**config.mk**
```make
export PLATFORM = sky130hd
export DESIGN_NAME = rv_multicycle_ctrl
export DESIGN_NICKNAME = d
export VERILOG_FILES = /design/src/rtl/rv_multicycle_ctrl.sv
export SDC_FILE = /design/constraint.sdc
export NUM_CORES = 1
export LEC_CHECK = 0
export ABC_AREA = 1
export CELL_PAD_IN_SITES_DETAIL_PLACEMENT = 1
export CELL_PAD_IN_SITES_GLOBAL_PLACEMENT = 1
export CORE_MARGIN = 3
export CORE_UTILIZATION = 25
export CTS_CLUSTER_SIZE = 10
export DETAILED_ROUTE_END_ITERATION = 12
export PLACE_DENSITY = 0.84
export SYNTH_ARGS = -nofsm -noshare
export SYNTH_HDL_FRONTEND = slang
export SYNTH_SLANG_ARGS = --single-unit
export TNS_END_PERCENT = 1
```
**constraint.sdc**
```tcl
create_clock -name clk -period 2.2 [get_ports clk]
set_input_delay 0.33 -clock clk [delete_from_list [all_inputs] [get_ports clk]]
set_output_delay 0.33 -clock clk [all_outputs]
set_load 0.01 [all_outputs]
```
**src/rtl/rv_multicycle_ctrl.sv**
```systemverilog
// -----------------------------------------------------------------------------
// rv_multicycle_ctrl
//
// Multi-cycle main control unit for an RV32I data path. One instruction word is
// accepted per instr_valid/instr_ready handshake and then stepped through
// FETCH -> DECODE -> EXEC -> (MEM) -> (WB). The control bundle is decoded from
// the registered state and the latched instruction word.
//
// Supported: R-type ALU, I-type ALU, LW, SW, conditional branches.
// Unsupported opcodes, and branches with func3 = 010/011, set the sticky
// `illegal` flag and park the controller in TRAP until reset.
//
// Parameters
//   XLEN         instruction word width (only 32 is meaningful)
//   MEM_TIMEOUT  MEM wait cycles before the sticky mem_err flag sets (4-bit counter)
//
// Ports
//   clk, reset       clock; synchronous active-high reset
//   instr            instruction word from fetch
//   instr_valid      instr is valid this cycle
//   instr_ready      controller can accept an instruction (FETCH)
//   mem_ready        data memory completed the current load/store
//   reg_write        register-file write enable
//   alu_src          0 = rs2, 1 = immediate
//   mem_write        data memory write enable
//   alu_ctrl         ALU operation select
//   mem_to_reg       writeback select (1 = memory data)
//   branch           branch-evaluate strobe
//   func3            latched instr[14:12]
//   pc_en            one-cycle pulse on instruction retire
//   illegal          sticky unsupported-opcode flag
//   mem_err          sticky MEM timeout flag
//   retired_cnt      retired instruction count
//
// Build option
//   RETIRE_COUNTER_EN  when defined, retired_cnt is a 32-bit wrapping counter of
//                      pc_en pulses; otherwise it is tied to zero.
// -----------------------------------------------------------------------------
module rv_multicycle_ctrl #(
    parameter int XLEN        = 32,
    parameter int MEM_TIMEOUT = 15
) (
    input  logic            clk,
    input  logic            reset,
    input  logic [XLEN-1:0] instr,
    input  logic            instr_valid,
    output logic            instr_ready,
    input  logic            mem_ready,
    output logic            reg_write,
    output logic            alu_src,
    output logic            mem_write,
    output logic [3:0]      alu_ctrl,
    output logic            mem_to_reg,
    output logic            branch,
    output logic [2:0]      func3,
    output logic            pc_en,
    output logic            illegal,
    output logic            mem_err,
    output logic [31:0]     retired_cnt
);

    typedef enum logic [2:0] {
        ST_FETCH  = 3'd0,
        ST_DECODE = 3'd1,
        ST_EXEC   = 3'd2,
        ST_MEM    = 3'd3,
        ST_WB     = 3'd4,
        ST_TRAP   = 3'd5
    } state_t;

    localparam logic [6:0] OP_R  = 7'b0110011;
    localparam logic [6:0] OP_I  = 7'b0010011;
    localparam logic [6:0] OP_LW = 7'b0000011;
    localparam logic [6:0] OP_SW = 7'b0100011;
    localparam logic [6:0] OP_BR = 7'b1100011;

    localparam logic [3:0] ALU_ADD  = 4'b0000;
    localparam logic [3:0] ALU_SUB  = 4'b0001;
    localparam logic [3:0] ALU_AND  = 4'b0010;
    localparam logic [3:0] ALU_OR   = 4'b0011;
    localparam logic [3:0] ALU_XOR  = 4'b0100;
    localparam logic [3:0] ALU_SLL  = 4'b0101;
    localparam logic [3:0] ALU_SRL  = 4'b0110;
    localparam logic [3:0] ALU_SRA  = 4'b0111;
    localparam logic [3:0] ALU_SLT  = 4'b1000;
    localparam logic [3:0] ALU_SLTU = 4'b1001;

    // Counter value seen in the last tolerated wait cycle; the next edge times out.
    localparam logic [3:0] WAIT_LAST_C = 4'(MEM_TIMEOUT - 1);

    // ALU operation for a latched instruction word. Loads/stores use ADD for the
    // address; branches compare with SUB (eq/ne), SLT (lt/ge) or SLTU (ltu/geu).
    function automatic logic [3:0] alu_decode(input logic [6:0] op,
                                              input logic [2:0] f3,
                                              input logic       b30);
        logic [3:0] res;
        res = ALU_ADD;
        case (op)
            OP_R, OP_I: begin
                case (f3)
                    3'b000:  res = (b30 && (op == OP_R)) ? ALU_SUB : ALU_ADD;
                    3'b001:  res = ALU_SLL;
                    3'b010:  res = ALU_SLT;
                    3'b011:  res = ALU_SLTU;
                    3'b100:  res = ALU_XOR;
                    3'b101:  res = b30 ? ALU_SRA : ALU_SRL;
                    3'b110:  res = ALU_OR;
                    3'b111:  res = ALU_AND;
                    default: res = ALU_ADD;
                endcase
            end
            OP_BR: begin
                case (f3)
                    3'b000, 3'b001: res = ALU_SUB;
                    3'b100, 3'b101: res = ALU_SLT;
                    3'b110, 3'b111: res = ALU_SLTU;
                    default:        res = ALU_ADD;
                endcase
            end
            default: res = ALU_ADD;
        endcase
        return res;
    endfunction

    state_t          state_r;
    state_t          state_next_s;
    logic [XLEN-1:0] ir_r;
    logic [3:0]      wait_cnt_r;
    logic            illegal_r;
    logic            mem_err_r;
    logic            illegal_set_s;
    logic            mem_err_set_s;

    logic            is_r_s;
    logic            is_i_s;
    logic            is_lw_s;
    logic            is_sw_s;
    logic            is_br_s;
    logic            legal_s;
    logic [3:0]      alu_op_s;

    logic            instr_ready_s;
    logic            reg_write_s;
    logic            alu_src_s;
    logic            mem_write_s;
    logic [3:0]      alu_ctrl_s;
    logic            mem_to_reg_s;
    logic            branch_s;
    logic [2:0]      func3_s;
    logic            pc_en_s;

    // Only opcode, func3 and bit 30 steer control; the rest of the word is latched
    // so the instruction register holds the full handshake value.
    logic            ir_unused_s;
    assign ir_unused_s = ^{ir_r[31], ir_r[29:15], ir_r[11:7]};

    // Instruction class of the latched word.
    always_comb begin
        is_r_s   = (ir_r[6:0] == OP_R);
        is_i_s   = (ir_r[6:0] == OP_I);
        is_lw_s  = (ir_r[6:0] == OP_LW);
        is_sw_s  = (ir_r[6:0] == OP_SW);
        // Branch func3 010/011 has no RV32I meaning and is rejected at DECODE.
        is_br_s  = (ir_r[6:0] == OP_BR) && (ir_r[14:13] != 2'b01);
        legal_s  = is_r_s | is_i_s | is_lw_s | is_sw_s | is_br_s;
        alu_op_s = alu_decode(ir_r[6:0], ir_r[14:12], ir_r[30]);
    end

    // State register.
    always_ff @(posedge clk) begin
        if (reset) begin
            state_r <= ST_FETCH;
        end else begin
            state_r <= state_next_s;
        end
    end

    // Instruction register: captured only on the FETCH handshake.
    always_ff @(posedge clk) begin
        if (reset) begin
            ir_r <= '0;
        end else if ((state_r == ST_FETCH) && instr_valid) begin
            ir_r <= instr;
        end else begin
            ir_r <= ir_r;
        end
    end

    // MEM wait counter: counts unacknowledged MEM cycles, idle at zero elsewhere.
    always_ff @(posedge clk) begin
        if (reset) begin
            wait_cnt_r <= 4'd0;
        end else if ((state_r == ST_MEM) && !mem_ready) begin
            wait_cnt_r <= wait_cnt_r + 4'd1;
        end else begin
            wait_cnt_r <= 4'd0;
        end
    end

    // Sticky error flags, cleared only by reset.
    always_ff @(posedge clk) begin
        if (reset) begin
            illegal_r <= 1'b0;
            mem_err_r <= 1'b0;
        end else begin
            illegal_r <= illegal_r | illegal_set_s;
            mem_err_r <= mem_err_r | mem_err_set_s;
        end
    end

    // Next-state logic.
    always_comb begin
        state_next_s  = state_r;
        illegal_set_s = 1'b0;
        mem_err_set_s = 1'b0;
        case (state_r)
            ST_FETCH: begin
                if (instr_valid) begin
                    state_next_s = ST_DECODE;
                end else begin
                    state_next_s = ST_FETCH;
                end
            end
            ST_DECODE: begin
                if (legal_s) begin
                    state_next_s = ST_EXEC;
                end else begin
                    state_next_s  = ST_TRAP;
                    illegal_set_s = 1'b1;
                end
            end
            ST_EXEC: begin
                if (is_r_s || is_i_s) begin
                    state_next_s = ST_WB;
                end else if (is_lw_s || is_sw_s) begin
                    state_next_s = ST_MEM;
                end else begin
                    state_next_s = ST_FETCH;
                end
            end
            ST_MEM: begin
                // An acknowledge in the last tolerated cycle still completes.
                if (mem_ready) begin
                    state_next_s = is_lw_s ? ST_WB : ST_FETCH;
                end else if (wait_cnt_r == WAIT_LAST_C) begin
                    state_next_s  = ST_FETCH;
                    mem_err_set_s = 1'b1;
                end else begin
                    state_next_s = ST_MEM;
                end
            end
            ST_WB:   state_next_s = ST_FETCH;
            ST_TRAP: state_next_s = ST_TRAP;
            default: state_next_s = ST_FETCH;
        endcase
    end

    // Control bundle decoded from state and latched instruction.
    always_comb begin
        instr_ready_s = 1'b0;
        reg_write_s   = 1'b0;
        alu_src_s     = 1'b0;
        mem_write_s   = 1'b0;
        alu_ctrl_s    = ALU_ADD;
        mem_to_reg_s  = 1'b0;
        branch_s      = 1'b0;
        pc_en_s       = 1'b0;
        func3_s       = ir_r[14:12];
        case (state_r)
            ST_FETCH:  instr_ready_s = 1'b1;
            ST_DECODE: instr_ready_s = 1'b0;
            ST_EXEC: begin
                alu_src_s  = is_i_s | is_lw_s | is_sw_s;
                alu_ctrl_s = alu_op_s;
                branch_s   = is_br_s;
                pc_en_s    = is_br_s;
            end
            ST_MEM: begin
                alu_src_s    = 1'b1;
                alu_ctrl_s   = alu_op_s;
                mem_write_s  = is_sw_s;
                mem_to_reg_s = is_lw_s;
                // A store retires in the very cycle memory acknowledges it.
                pc_en_s      = is_sw_s & mem_ready;
            end
            ST_WB: begin
                reg_write_s  = 1'b1;
                pc_en_s      = 1'b1;
                mem_to_reg_s = is_lw_s;
                alu_src_s    = is_i_s | is_lw_s;
                alu_ctrl_s   = alu_op_s;
            end
            ST_TRAP: func3_s = 3'd0;
            default: func3_s = 3'd0;
        endcase
    end

    assign instr_ready = instr_ready_s;
    assign reg_write   = reg_write_s;
    assign alu_src     = alu_src_s;
    assign mem_write   = mem_write_s;
    assign alu_ctrl    = alu_ctrl_s;
    assign mem_to_reg  = mem_to_reg_s;
    assign branch      = branch_s;
    assign func3       = func3_s;
    assign pc_en       = pc_en_s;
    assign illegal     = illegal_r;
    assign mem_err     = mem_err_r;

`ifdef RETIRE_COUNTER_EN
    logic [31:0] retired_r;

    // Retired-instruction counter; wraps naturally at 2^32.
    always_ff @(posedge clk) begin
        if (reset) begin
            retired_r <= 32'd0;
        end else if (pc_en_s) begin
            retired_r <= retired_r + 32'd1;
        end else begin
            retired_r <= retired_r;
        end
    end

    assign retired_cnt = retired_r;
`else
    assign retired_cnt = 32'd0;
`endif

endmodule

```
# Yosys cells after proc, flatten, opt, wreduce, memory -nomap -nowiden
# Index checks and enable logic that the tools add are counted.
# totals
reg_bits	40
input_bits	36
out_inout_bits	48
wordCells	79
# op_classes
n_addsub	1
eq_ne	19
mux	27
bitwise_logic	10
reduce_logical	17
# op_table
operator	count
$pmux W4 S8	1
$eq A3 B3 Y1 const B	6
$mux W3	5
$pmux W3 S5	1
$eq A7 B6 Y1 const B	2
$mux W1	13
$eq A3 B2 Y1 const B	4
$pmux W4 S3	1
$reduce_or A2 Y1	6
$or A1 B1 Y1	8
$pmux W4 S2	1
$eq A7 B2 Y1 const B	1
$eq A7 B5 Y1 const B	1
$eq A7 B7 Y1 const B	1
$eq A3 B1 Y1 const B	2
$logic_not A3 Y1	2
$pmux W1 S3	2
$reduce_or A5 Y1	1
$add A4 B1 Y4 const B	1
$eq A4 B4 Y1 const B	1
$logic_and A1 B1 Y1	4
$mux W2	2
$mux W4	1
$reduce_or A3 Y1	1
other kinds (5)	6

# Longest topological paths before layout
# logic_depth
word_depth	8
ltp_mapped	9

# Least setup slack after synthesis
# No wires, ideal clock.
# synth_path
path_type	reg2out
startpoint	register state_r[0]
endpoint	output port alu_ctrl[2]
arrival_ps	1119
required_time_ps	1870
slack_ps	751
stages_incl_launch_ff	8
n_path_buf	0
path_cell_list	dfxtp_1 nor2_2 inv_2 nor2_4 inv_2 nand2_4 inv_2 nor4_2
# synth_between
elab_chain_len	3
word_cells_on_any_way	5
# synth_rtl
element	line	source
start, declared	125	state_t state_r;
start signal, assigned	174	state_r <= state_next_s;
$eq A3 B2 Y1 / $eq A3 B3 Y1 (equally long branches)	269	case (state_r)
$reduce_or A3 Y1 (no line) (*)	-	
$mux W4 (*)	269	
end, declared	52	output logic [3:0] alu_ctrl,
# Mark *: on every way between the ends. The rest lies on a longest branch, timed or not.

# Worst setup path in the final report
# layout_path
startpoint	register ir_r[0]
endpoint	output port mem_write
# layout_between
elab_chain_len	2
# layout_rtl
element	line	source
start, declared	127	logic [XLEN-1:0] ir_r;
start signal, assigned	183	ir_r <= instr;
start signal, assigned	185	ir_r <= ir_r;
$eq A7 B6 Y1	162	is_sw_s = (ir_r[6:0] == OP_SW);
$mux W1	269	
end, declared	51	output logic mem_write,
# Every way passes these cells.

==> flow_summary.json <==
{
  "clk_latency_ps": 260,
  "finClkSkew_ps": 0.844,
  "grt_use_met2_pct": 19.0,
  "cp-end-kind": "output pin",
  "total_power_w": 0.00102,
  "worstPathRequired_ps": 1870,
  "crit_chain": "nand2_1 > inv_1 > nand2_1 > nor2_4 > nand3_1 > nor2_1 > clkdlybuf4s50_1",
  "initial_core_util_pct": 26.5,
  "gp_congestion": 0.768,
  "grt-ovfl-total": 0,
  "vdd_drop_max_mv": 0.212,
  "syn_inst": 198,
  "p_per_area_nw_per_um2": 585,
  "num_vias": 1239,
  "final_net_count": 268,
  "drcViolationCount": 0,
  "num_antenna_cells": 0,
  "seq_area_frac_synth_pct": 28.9,
  "ys_seq_elements": 20,
  "total_leakage_power_nw": 0.813,
  "cts_num_sinks": 20,
  "grtUsageMet1_pct": 13.0,
  "fin_crit_sh_pct": 96.5,
  "min_period_ps": 2120,
  "die_area_sq_um": 6470,
  "multiInputGateArea_sq_um": 756,
  "synth_area_leaders": "dfxtp_1 (29%), buf_4 (18%), nor2_1 (6.5%)",
  "regToRegEndpoint": "ir_r[5]",
  "crit_fanout": 4,
  "drv_cap": 0,
  "die_w_um": 80.5,
  "hold_depth": 2,
  "grt_start_max_net_pins": 22,
  "htree_levels": 1,
  "ant_nets": 0,
  "cp_slowest_cell": "clkdlybuf4s50_1",
  "drive_above_1_share_pct": 15.7,
  "setup_tns_ps": 0,
  "hold_end": "illegal",
  "dr.pass1.iters": 4,
  "hp-start": "illegal",
  "portBuffers": 30,
  "cp_common_cell": "nand2_1",
  "path_clk_slew_ps": 80,
  "die_y_um": 80.5,
  "grt_pass1_vias": 1198,
  "drt_iter0_drc": 40,
  "worstReg2RegStart": "state_r[0]",
  "gr-usage-met3_pct": 1.35,
  "syn_area_sq_um": 1390,
  "gr-max-usage-layer": "met2",
  "worst-r2r-cell-count": 4,
  "reg2reg_slack_ps": 840,
  "dp.final_hpwl_um": 2820,
  "yosysTopAreaCell": "dfxtp_1",
  "place_area_sq_um": 1640,
  "crit_type": "flip-flop to output pin",
  "design_area_sq_um": 1740,
  "outcome": "finished clean",
  "area_growth_pct": 25.6,
  "crit_arrival_ps": 1790,
  "cp-start-kind": "flip-flop",
  "critPathMaxStageDelay_ps": 550,
  "clockBufferDepth": 2,
  "path_buf_inv": 2,
  "cts_tree": "done",
  "rsz0062_at_grt": "yes",
  "pin_count": 84,
  "row_count": 26,
  "grt_pass1_wl_um": 5490,
  "finish.utilization_pct": 33.3,
  "syn-mean-instance-area_sq_um": 7.00,
  "wire_per_inst_um": 11.3,
  "hp-class": "flip-flop to flip-flop",
  "fill_cells": 662,
  "hold_viol": 0,
  "slew_viol_final": 0,
  "numCtsBuffers": 3,
  "final_cells": 299,
  "yosysWarnings": 0,
  "place_inst": 295,
  "grt_antenna_before_repair": 0,
  "fmax_mhz": 471,
  "area.sequential_sq_um": 412,
  "vias_per_cell": 4.14,
  "core-area_sq_um": 5240,
  "setup_viol": 0,
  "drt_wl_total_um": 3390,
  "crit_family": "buffers and inverters",
  "grt_use_total_pct": 10.7,
  "yosysUniqueCellTypes": 27,
  "netlist.area_leader.share_pct": 28.9,
  "root_buffer": "clkbuf_8"
}
## cell type report
type | count | share of cell area [%]
multi-input combinational | 145 | 43.4
inverter | 29 | 6.25
clock inverter | 1 | 1.72
timing repair buffer | 31 | 17.6
tap | 70 | 5.03
sequential | 20 | 23.6
clock buffer | 3 | 2.37
## power by group
part / internal [W] / leakage [nW] / switching, W / total, W
clock network: 0.000243 / 0.0357 / 0.000128 / 0.000370
registers: 0.000391 / 0.167 / 0.0000278 / 0.000418
logic: 0.0000886 / 0.610 / 0.000142 / 0.000231
total: 0.000722 / 0.813 / 0.000297 / 0.00102
## logic make-up (layout without fill, tap and decap cells)
kind of cell | Yosys count | count (layout) | share of synthesized area [%]
AO/OA/AOI/OAI | 32 | 32 | 13.1
XOR/XNOR | 2 | 2 | 1.26
adder cells (fa/ha/maj) | 2 | 2 | 1.80
buffers and inverters | 64 | 64 | 26.6
flip-flops | 20 | 20 | 28.9
other | 1 | 32 | 0.270
AND/OR/NAND/NOR | 77 | 77 | 28.1
## repair_timing
action,4_1_cts,5_1_grt
setup endpoints to repair,8,3
pin swaps,0,1
hold buffers,0,0
gates resized for setup,13,8
setup buffers,0,0
## cells in the mapped netlist (all sizes together)
cell type	n
a21oi	14
buf	34
ha	2
nand4	2
o211ai	3
o21ai	14
clkbuf	1
o21a	1
xor2	1
and2	1
conb	1
xnor2	1
nand2	25
nor4	1
nand3	19
inv	29
nor2	29
dfxtp	20
## flip-flops by register name, indices dropped and copies added, names as in the netlist
name,flops
mem_err,1
illegal,1
ir_r,11
wait_cnt_r,4
state_r,3
## worst reg2reg max path: cells and delay by family (launching register included)
kind | cells | cell delay [ps]
and+or+nand+nor | 2 | 470
DFF | 1 | 380
AOI/OAI and AO/OA | 2 | 390
## worst max-delay path by stage
stage,from,to,slack (ps),depth (start not counted)
2_1_floorplan,state_r[0],alu_ctrl[2],750,7
3_3_place_gp,mem_ready,pc_en,120,6
3_5_place_dp,mem_ready,pc_en,120,6
4_1_cts,state_r[0],pc_en,5,7
5_1_grt,ir_r[0],mem_write,-20,7
6_report,ir_r[0],mem_write,80,7
## routing by layer
layer / part of all wire [%] / vias to the layer above / wire length (um)
met4: 1.3 / 0 / 43
met5: 0 / - / 0
met3: 6.5 / 4 / 219
met2: 50 / 37 / 1690
li1: - / 626 / -
met1: 42 / 572 / 1440
## per-stage QoR
stage,worst slack [ps],hold WS [ps]
after floorplan,751,392
after global placement,119,439
after detailed placement,122,448
after CTS,4.57,461
after global routing,-17.4,489
final,78.1,453
## placed cells by master, fill, tap and decap left out, types with 3 or more instances in the layout
| cell type | instances |
|---|---|
| conb_1 | 32 |
| dfxtp_1 | 15 |
| nand2_1 | 22 |
| dfxtp_2 | 3 |
| clkdlybuf4s50_1 | 23 |
| inv_2 | 8 |
| nand3_1 | 16 |
| inv_1 | 21 |
| a21oi_1 | 12 |
| clkbuf_8 | 3 |
| nand3_2 | 3 |
| nor2_4 | 6 |
| o211ai_1 | 3 |
| dlygate4sd2_1 | 5 |
| nor2_1 | 21 |
| o21ai_0 | 11 |
No activity file was read; power rests on OpenSTA's default activity.
